$ cat config.mk
export PLATFORM = sky130hd
export DESIGN_NAME = mitchell_mul_pipe_flat
export DESIGN_NICKNAME = d
export VERILOG_FILES = /design/src/rtl/mitchell_mul_pipe_if.sv /design/src/rtl/mitchell_mul_pipe.sv /design/src/flat_wrapper.sv
export SDC_FILE = /design/constraint.sdc
export NUM_CORES = 1
export LEC_CHECK = 0
export ABC_AREA = 1
export ABC_CLOCK_PERIOD_IN_PS = 3400
export BUFFER_PORTS_ARGS = -buffer_cell sky130_fd_sc_hd__buf_2
export CORE_MARGIN = 2
export CORE_UTILIZATION = 54
export CTS_CLUSTER_SIZE = 28
export DETAILED_ROUTE_END_ITERATION = 16
export GPL_TIMING_DRIVEN = 0
export PLACE_DENSITY = 0.76
export SETUP_SLACK_MARGIN = 0.15
export SYNTH_ARGS = -nofsm -noshare
export SYNTH_HDL_FRONTEND = slang
export SYNTH_SLANG_ARGS = --single-unit
$ cat constraint.sdc
create_clock -name clk -period 3.4 [get_ports clk]
set_input_delay 0.68 -clock clk [delete_from_list [all_inputs] [get_ports clk]]
set_output_delay 0.68 -clock clk [all_outputs]
set_load 0.02 [all_outputs]
$ cat src/rtl/mitchell_mul_pipe_if.sv
// Streaming handshake bundle for mitchell_mul_pipe.
// Carries the operand side (in_valid/in_ready/a/b) and the product side (out_valid/out_ready/c).
// The slave modport is the multiplier's view and the master modport is the source/sink view.
interface mitchell_mul_pipe_if #(
  parameter int W = 16
);
  logic             in_valid;
  logic             in_ready;
  logic [W-1:0]     a;
  logic [W-1:0]     b;
  logic             out_valid;
  logic             out_ready;
  logic [2*W-1:0]   c;

  modport master (
    output in_valid, a, b, out_ready,
    input  in_ready, out_valid, c
  );

  modport slave (
    input  in_valid, a, b, out_ready,
    output in_ready, out_valid, c
  );
endinterface

$ cat src/rtl/mitchell_mul_pipe.sv
// Three-stage pipelined Mitchell logarithmic multiplier (unsigned, W x W -> 2W).
// Results are bit-identical to the combinational Mitchell model.
// All stages advance together when the output register is empty or being drained.
// Optional feature: define MITCHELL_STATS_EN to add the prod_cnt completed-product counter.
module mitchell_mul_pipe #(
  parameter int W     = 16,
  parameter int CNT_W = 32
) (
  input  logic              clk,
  input  logic              rst_n,
`ifdef MITCHELL_STATS_EN
  output logic [CNT_W-1:0]  prod_cnt,
`endif
  mitchell_mul_pipe_if.slave bus
);

  localparam int KW = $clog2(W);
  localparam int EW = $clog2(2 * W);
  localparam int PW = 3 * W - 1;

  // Position of the most significant set bit; an input of zero yields 0 and is masked later.
  function automatic logic [KW-1:0] lead_one(input logic [W-1:0] x);
    logic [KW-1:0] r;
    r = '0;
    for (int i = 0; i < W; i++) begin
      if (x[i]) r = KW'(i);
    end
    return r;
  endfunction

  // Normalise so the leading one is just above bit W-2, then drop it: W-1 fraction bits.
  function automatic logic [W-2:0] frac(input logic [W-1:0] x, input logic [KW-1:0] k);
    logic [KW-1:0] sh;
    sh = KW'(W - 1) - k;
    return (W-1)'(x << sh);
  endfunction

  // Antilog: shift the mantissa by the exponent exactly, then drop the W-1 fraction bits.
  function automatic logic [2*W-1:0] scale(input logic [W-1:0] mant, input logic [EW-1:0] e);
    logic [PW-1:0] wide;
    wide = PW'(mant) << e;
    return (2*W)'(wide >> (W - 1));
  endfunction

  logic adv;

  logic            vld_p1_q, vld_p1_d;
  logic [W-1:0]    a_p1_q, a_p1_d, b_p1_q, b_p1_d;
  logic            zero_p1_q, zero_p1_d;
  logic [KW-1:0]   k1_p1_q, k1_p1_d, k2_p1_q, k2_p1_d;

  logic            vld_p2_q, vld_p2_d;
  logic [W-1:0]    mant_p2_q, mant_p2_d;
  logic [EW-1:0]   e_p2_q, e_p2_d;
  logic            zero_p2_q, zero_p2_d;

  logic            vld_p3_q, vld_p3_d;
  logic [2*W-1:0]  c_p3_q, c_p3_d;

  logic [W-1:0]    s_p2;

  assign adv          = !vld_p3_q || bus.out_ready;
  assign bus.in_ready = adv;
  assign bus.out_valid = vld_p3_q;
  assign bus.c        = c_p3_q;

  // Next-state for all three stages; every stage holds when the output is stalled.
  always_comb begin
    vld_p1_d  = vld_p1_q;
    a_p1_d    = a_p1_q;
    b_p1_d    = b_p1_q;
    zero_p1_d = zero_p1_q;
    k1_p1_d   = k1_p1_q;
    k2_p1_d   = k2_p1_q;
    vld_p2_d  = vld_p2_q;
    mant_p2_d = mant_p2_q;
    e_p2_d    = e_p2_q;
    zero_p2_d = zero_p2_q;
    vld_p3_d  = vld_p3_q;
    c_p3_d    = c_p3_q;
    s_p2      = {1'b0, frac(a_p1_q, k1_p1_q)} + {1'b0, frac(b_p1_q, k2_p1_q)};
    if (adv) begin
      // S1: capture operands and their leading-one positions
      vld_p1_d  = bus.in_valid;
      a_p1_d    = bus.a;
      b_p1_d    = bus.b;
      zero_p1_d = (bus.a == '0) || (bus.b == '0);
      k1_p1_d   = lead_one(bus.a);
      k2_p1_d   = lead_one(bus.b);
      // S2: add fractions; a carry out of the fraction sum bumps the exponent and
      // the mantissa is then the sum itself, otherwise 1.fraction -- both are {1, s[W-2:0]}
      vld_p2_d  = vld_p1_q;
      mant_p2_d = {1'b1, s_p2[W-2:0]};
      e_p2_d    = EW'(k1_p1_q) + EW'(k2_p1_q) + EW'(s_p2[W-1]);
      zero_p2_d = zero_p1_q;
      // S3: barrel shift and truncate into the product register
      vld_p3_d  = vld_p2_q;
      c_p3_d    = zero_p2_q ? '0 : scale(mant_p2_q, e_p2_q);
    end
  end

  // Pipeline registers; reset empties every stage and clears the datapath.
  always_ff @(posedge clk or negedge rst_n) begin
    if (!rst_n) begin
      vld_p1_q  <= 1'b0;
      a_p1_q    <= '0;
      b_p1_q    <= '0;
      zero_p1_q <= 1'b0;
      k1_p1_q   <= '0;
      k2_p1_q   <= '0;
      vld_p2_q  <= 1'b0;
      mant_p2_q <= '0;
      e_p2_q    <= '0;
      zero_p2_q <= 1'b0;
      vld_p3_q  <= 1'b0;
      c_p3_q    <= '0;
    end else begin
      vld_p1_q  <= vld_p1_d;
      a_p1_q    <= a_p1_d;
      b_p1_q    <= b_p1_d;
      zero_p1_q <= zero_p1_d;
      k1_p1_q   <= k1_p1_d;
      k2_p1_q   <= k2_p1_d;
      vld_p2_q  <= vld_p2_d;
      mant_p2_q <= mant_p2_d;
      e_p2_q    <= e_p2_d;
      zero_p2_q <= zero_p2_d;
      vld_p3_q  <= vld_p3_d;
      c_p3_q    <= c_p3_d;
    end
  end

`ifdef MITCHELL_STATS_EN
  logic [CNT_W-1:0] prod_cnt_q, prod_cnt_d;

  // Count every product handed downstream; wraps naturally at 2^CNT_W.
  always_comb begin
    prod_cnt_d = prod_cnt_q;
    if (vld_p3_q && bus.out_ready) prod_cnt_d = prod_cnt_q + 1'b1;
  end

  // Counter register, cleared only by reset.
  always_ff @(posedge clk or negedge rst_n) begin
    if (!rst_n) prod_cnt_q <= '0;
    else        prod_cnt_q <= prod_cnt_d;
  end

  assign prod_cnt = prod_cnt_q;
`endif

endmodule

$ cat src/flat_wrapper.sv
// flat-port wrapper written by rule: the top's interface ports become plain ports
module mitchell_mul_pipe_flat 
#(
  parameter int W     = 16,
  parameter int CNT_W = 32
)
  (clk, rst_n, bus_in_valid, bus_a, bus_b, bus_out_ready, bus_in_ready, bus_out_valid, bus_c);
  mitchell_mul_pipe_if #(.W(W)) bus_i ();
  input  logic clk;
  input  logic rst_n;
  input wire logic [$bits(bus_i.in_valid)-1:0] bus_in_valid;
  input wire logic [$bits(bus_i.a)-1:0] bus_a;
  input wire logic [$bits(bus_i.b)-1:0] bus_b;
  input wire logic [$bits(bus_i.out_ready)-1:0] bus_out_ready;
  output wire logic [$bits(bus_i.in_ready)-1:0] bus_in_ready;
  output wire logic [$bits(bus_i.out_valid)-1:0] bus_out_valid;
  output wire logic [$bits(bus_i.c)-1:0] bus_c;
  assign bus_i.in_valid = bus_in_valid;
  assign bus_i.a = bus_a;
  assign bus_i.b = bus_b;
  assign bus_i.out_ready = bus_out_ready;
  assign bus_in_ready = bus_i.in_ready;
  assign bus_out_valid = bus_i.out_valid;
  assign bus_c = bus_i.c;
  mitchell_mul_pipe #(.W(W), .CNT_W(CNT_W)) u_core (.clk(clk), .rst_n(rst_n), .bus(bus_i));
endmodule
## Yosys cells after proc, flatten, opt, wreduce, memory -nomap -nowiden

Cells that the tools add are included.
Widths: inputs -> output; s select.

- Register bits after elaboration: 98
- Bits in latches: 0
- Memory bits (writable): 0
- Bits in read-only memories: 0
- Output and inout port bits: 34
- Word-level logic and storage cells: 56
- Memories kept: 0

- Add/subtract/negate cells: 5
- Multiply operators: 0
- Divide/modulo/power cells: 0
- $lt $le $gt $ge: 0
- Eq/ne operators: 0
- Shifts and indexed selects: 3
- Multiplexer cells: 31
- Bitwise logic cells: 0
- Reductions and logical operators: 5

Operators with widths:

| operator | number |
|---|---|
| $mux 4 | 16 |
| $shl 16x5->47 | 1 |
| $logic_not 16->1 | 2 |
| $mux 32 | 1 |
| $shl 16x4->15 | 2 |
| $mux 3 | 8 |
| $add 15x15->16 | 1 |
| $mux 2 | 4 |
| $sub 4x4->4 const A | 2 |
| $add 4x4->5 | 1 |
| $add 5x1->5 | 1 |
| $logic_or 1x1->1 | 2 |
| $mux 1 | 2 |
| $logic_not 1->1 | 1 |

## Longest topological paths before layout

- Depth after elaboration: 15
- Gate-level depth with buffers: 25

## Least setup slack after synthesis

No wires, ideal clock.

- Path kind: register to register
- Start: reg u_core.k2_p1_q[1]
- End: reg u_core.e_p2_q[1]
- Arrival time: 3566 ps
- Setup slack: -249 ps
- Stages on the path, launching flop included: 20
- Cell sequence: dfrtp_1 buf_4 clkinv_1 buf_2 o21ai_0 a21oi_1 nand2_1 o21ai_0 ha_1 a21oi_1 o21ai_0 a21oi_1 nand2_1 nand2_1 a21oi_1 or2_1 fa_1 inv_1 fa_1 o21ai_0

- Cells in the longest elaborated chain, start to end: 4
- Elaborated cells on any way between the ends: 5
- Those cells by class: add/sub (4); shift (1)

Ends and longest elaborated chain:

| what | RTL line | source |
|---|---|---|
| start, declared | mitchell_mul_pipe.sv:50 | `logic [KW-1:0] k1_p1_q, k1_p1_d, k2_p1_q, k2_p1_d;` |
| start signal, assigned | mitchell_mul_pipe.sv:123 | `k2_p1_q <= k2_p1_d;` |
| $sub 4x4->4 | mitchell_mul_pipe.sv:34 | `sh = KW'(W - 1) - k;` |
| $shl 16x4->15 | mitchell_mul_pipe.sv:35 | `return (W-1)'(x << sh);` |
| $add 15x15->16 | mitchell_mul_pipe.sv:81 | `s_p2 = {1'b0, frac(a_p1_q, k1_p1_q)} + {1'b0, frac(b_p1_q, k2_p1_q)};` |
| $add 5x1->5 (*) | mitchell_mul_pipe.sv:94 | `e_p2_d = EW'(k1_p1_q) + EW'(k2_p1_q) + EW'(s_p2[W-1]);` |
| end signal, assigned | mitchell_mul_pipe.sv:126 | `e_p2_q <= e_p2_d;` |
| end, declared | mitchell_mul_pipe.sv:54 | `logic [EW-1:0] e_p2_q, e_p2_d;` |

Mark *: on every way between the ends. The rest lies on a longest branch, timed or not.
A chain may end at the register's enable or synchronous reset.

## Worst setup path in the final report

- Start: reg u_core.k2_p1_q[0]
- End: reg u_core.e_p2_q[2]

Same word-level chain as after synthesis.

==> summary by stage <==
Clocking
The root buffer cell is sky130_fd_sc_hd__clkbuf_16. The clock transition at the registers of the reported paths is 0.07 ns. The clock reaches the later pin of the worst-skew pair after 0.35 ns. The maximum clock insertion buffer count is 2. The CTS tree is yes.

The number of clock sinks is 96. The number of buffers created by CTS is 9. The H-tree was split into 3 levels. The hold buffer count at CTS is 0.

Place
Detailed placement finished with a half-perimeter wire length of 13600 um. The total cell area at the placement stage is between 7000 and 8000 um2. Routability-driven placement finished with a final weighted congestion of 0.935. Input and output buffers added on the ports amount to 69.

The cell count after placement is 1160.

STA
The post-layout minimum cycle time is 3.68 ns. The count of final setup violators is 4. The worst-margin pin slew is 0.736 ns. Setup repair after global routing could not meet its margin everywhere. The highest clock frequency the design can meet is about 270 MHz. In the post-route analysis, the smallest setup slack over all paths is -0.284 ns. In this run the tightest slew margin relative to its limit is 0.510. The total count of max-transition violations in the final report came to 0. The count of final hold-check violations is 0. Of the available clock period, the critical path in the final layout requires 1.08. For the final database, setup skew stands at 0.0115 ns.

Final layout
The final cell utilization of the core is 0.675. In the final layout, the share of cells above drive strength 1 is 0.216. The filler cells instantiated in the layout total 1062. The number of antenna diodes in the final layout is 0. The number of standard cells in the layout, taps in and fillers out is 1203. Leaving out fill and tap cells, the most frequent cell in the layout is sky130_fd_sc_hd__nand2_1. The summed area of non-filler cells in the final layout is 8000 um2. From synthesis to final layout, the design area changed by 23.4%. In the final layout, the multi-input gates occupy 3930 um2. At the end of the flow, the number of nets in the layout was 1108. In the final layout, flip-flops and latches occupy 2410 um2.

The library cells used most frequently in the layout, excluding fill and tap cells, are sky130_fd_sc_hd__nand2_1 (281), sky130_fd_sc_hd__o21ai_0 (104), sky130_fd_sc_hd__dfrtp_1 (93).

Floorplanning
The die covers between 10000 and 15000 um2. The number of placement rows is 40. The die height is 114 um. The overall die width is 114 um. The number of top-level design ports is 70. The total core area is 11900 um2. The starting density of the core is 0.547.

Synth
Synthesis handed over a netlist of 943 instances. The synthesized design contains 96 register bits. Yosys printed 0 warnings. The number of nets handed over by synthesis was 1000. The synthesized cell area is 6490 um2.

The most instantiated flip-flop cell in the synthesis netlist is sky130_fd_sc_hd__dfrtp_1. Counting flops with an async set or reset pin after synthesis yields a share of 1.00. Counting flops with a built-in enable in the synthesized netlist gives 0. The sequential area share after synthesis is 0.370. The largest total area in the synthesized netlist belongs to sky130_fd_sc_hd__dfrtp_1. By area the synthesized netlist is led by sky130_fd_sc_hd__dfrtp_1 (37%), sky130_fd_sc_hd__nand2_1 (17%), sky130_fd_sc_hd__o21ai_0 (12%), sky130_fd_sc_hd__inv_1 (5.0%), sky130_fd_sc_hd__nor2_1 (3.7%).

The portion of synthesized cell area occupied by the leading cell type is 0.370. The average instance in the mapped netlist occupies 6.88 um2. The count of unique library cells instantiated by Yosys is 39.

Routing
The routed wire length is ~19000 um. The count of TritonRoute iterations in the first routing pass is 8. In the routed design, unresolved DRC markers number 0.

The vias per cell is 5.59. The starting DRC count in detailed routing is 587. Once detail routing completed, the nets flagged for antenna violations numbered 0. The via count is 6720.

In the final routed layout, each cell accounts on average for 15.8 um.

Worst setup path
The top fanout value on the critical path is 5. The most repeated library cell on the critical path is sky130_fd_sc_hd__nand2_1. The critical path is of the flop to flop type. The kind of cell with the highest combined delay on the critical path is simple AND/OR/NAND/NOR gates. Walking the worst path, the cells encountered are buf_6, buf_6, nand2_1, nand2_1, o21ai_2, nand2_1, o21ai_0, nor2_1, ha_1, nand2_1, nor2_1, nand3_2, nand2_2, nand2_2, a21oi_2, or2_1, fa_2, inv_2, fa_2, nor2_2, nand3b_1, o21ai_1.

The highest cell delay on the worst timing path is 0.43 ns. The number of buffers and inverters on the critical path is 3. Data on the critical path is required at its endpoint by 3.62 ns. The launching element type of the critical path is a flop. The master of the slowest instance on the critical path is sky130_fd_sc_hd__dfrtp_2. Data on the critical path arrives at its endpoint at about 4 ns. The critical path capture point type is a flop.

Run status
The flow ran to the end, but the final reports show violations. The checks that failed: negative setup slack.

GRT
Summed over all layers, the global routing overflow is 0. The number of global-route vias before repair came to 6194. The number of antenna violations at the first check in global routing is 0. Across every metal layer, demand over resource in global routing totals 0.293. Entering global routing, the biggest net connects 71 pins. The global-route wire length before repair is ~30000 um.

Worst hold path
The path class of the tightest hold or removal check is input pin to asynchronous set/reset pin.

Power
After layout, the design draws a total of 7960 uW. The static leakage is 0.00393 uW. The areal power density over the cells is 995 nW/um2. The largest voltage drop on the vdd net is 0.406 mV.

Run
Across the run, the number of max-cap violations was 0.
==> path summary, 6_finish.rpt <==
| check | start | end | slack [ns] | depth (start not counted) |
|---|---|---|---|---|
| min in group clk | u_core.vld_p2_q$_DFFE_PN0P_ | u_core.bus.out_valid$_DFFE_PN0P_ | 0.47 | 1 |
| max in group asynchronous | rst_n | u_core.k1_p1_q[0]$_DFFE_PN0P_ | 2.49 | 2 |
| hold / removal | rst_n | u_core.bus.c[16]$_DFFE_PN0P_ | 0.23 | 1 |
| hold reg to reg | u_core.vld_p2_q$_DFFE_PN0P_ | u_core.bus.out_valid$_DFFE_PN0P_ | 0.47 | 1 |
| setup / recovery | u_core.k2_p1_q[0]$_DFFE_PN0P_ | u_core.e_p2_q[2]$_DFFE_PN0P_ | -0.28 | 22 |
| setup reg to reg | u_core.k2_p1_q[0]$_DFFE_PN0P_ | u_core.e_p2_q[2]$_DFFE_PN0P_ | -0.28 | 22 |
==> Yosys cell counts (6+ instances only) <==
| master | n |
|---|---|
| sky130_fd_sc_hd__mux2i_1 | 13 |
| sky130_fd_sc_hd__a21oi_1 | 34 |
| sky130_fd_sc_hd__o21ai_1 | 25 |
| sky130_fd_sc_hd__o21ai_0 | 157 |
| sky130_fd_sc_hd__dfrtp_1 | 96 |
| sky130_fd_sc_hd__o21ai_2 | 7 |
| sky130_fd_sc_hd__inv_1 | 86 |
| sky130_fd_sc_hd__nand2_1 | 288 |
| sky130_fd_sc_hd__a22oi_1 | 8 |
| sky130_fd_sc_hd__ha_1 | 18 |
| sky130_fd_sc_hd__nor3_1 | 6 |
| sky130_fd_sc_hd__nor2_1 | 64 |
| sky130_fd_sc_hd__clkbuf_1 | 24 |
| sky130_fd_sc_hd__buf_2 | 13 |
| sky130_fd_sc_hd__nand3_1 | 40 |
==> sequential cells by signal, indices dropped and copies added (netlist names), 4 cells and up <==
| name | count |
|---|---|
| u_core.b_p1_q | 15 |
| u_core.bus.c | 32 |
| u_core.a_p1_q | 15 |
| u_core.e_p2_q | 5 |
| u_core.mant_p2_q | 16 |
| u_core.k1_p1_q | 4 |
| u_core.k2_p1_q | 4 |
==> power breakdown <==
group	internal [uW]	leakage (uW)	total (uW)	switching [uW]
combinational	1940	0.00265	5160	3220
clock	505	0.000124	974	469
sequential	1550	0.00116	1820	275
==> layout make-up <==
type,count,area share
clock buffers,10,0.0286
inverters,90,0.0438
multi-input cells,711,0.490
clock inverters,6,0.00688
plain buffers,46,0.0328
repair buffers,97,0.0738
flip-flops and latches,96,0.301
well taps,147,0.0230
==> routing by layer <==
layer / vias up / global-route usage / share of wire
met2: 245 / 0.493 / 0.49
li1: 3328 / - / -
met1: 3092 / 0.374 / 0.42
met5: - / 0 / 0
met4: 0 / 0.131 / 0.035
met3: 55 / 0.0473 / 0.061
==> timing repair <==
action / 4_1_cts / 5_1_grt
resized for setup: 80 / 66
pin swaps: 25 / 33
endpoints found under the setup margin: 5 / 5
buffers inserted: 18 / 7
gates cloned: 1 / 1
hold endpoints to repair: 0 / 0
==> through the flow <==
step / setup TNS [ns] / hold slack (ns) / setup WS (ns)
6_report: -0.916 / 0.231 / -0.284
5_1_grt: -1.69 / 0.255 / -0.448
4_1_cts: -0.847 / 0.241 / -0.230
3_5_place_dp: -2.38 / 0.454 / -0.636
3_3_place_gp: -2.48 / 0.449 / -0.641
2_1_floorplan: 0 / 0.384 / 0.148
==> kinds of logic (layout without fill, tap and decap cells) <==
group	count (synthesis)	count (layout)	synth area share
DFF	96	96	0.370
muxes	13	13	0.0201
and+or+nand+nor	417	417	0.260
buffers and inverters	136	249	0.0847
xor gates and xnor gates	7	7	0.00945
adders and majority gates	21	21	0.0440
AOI/OAI and AO/OA	253	253	0.212
(Power assumes the default switching activity.)
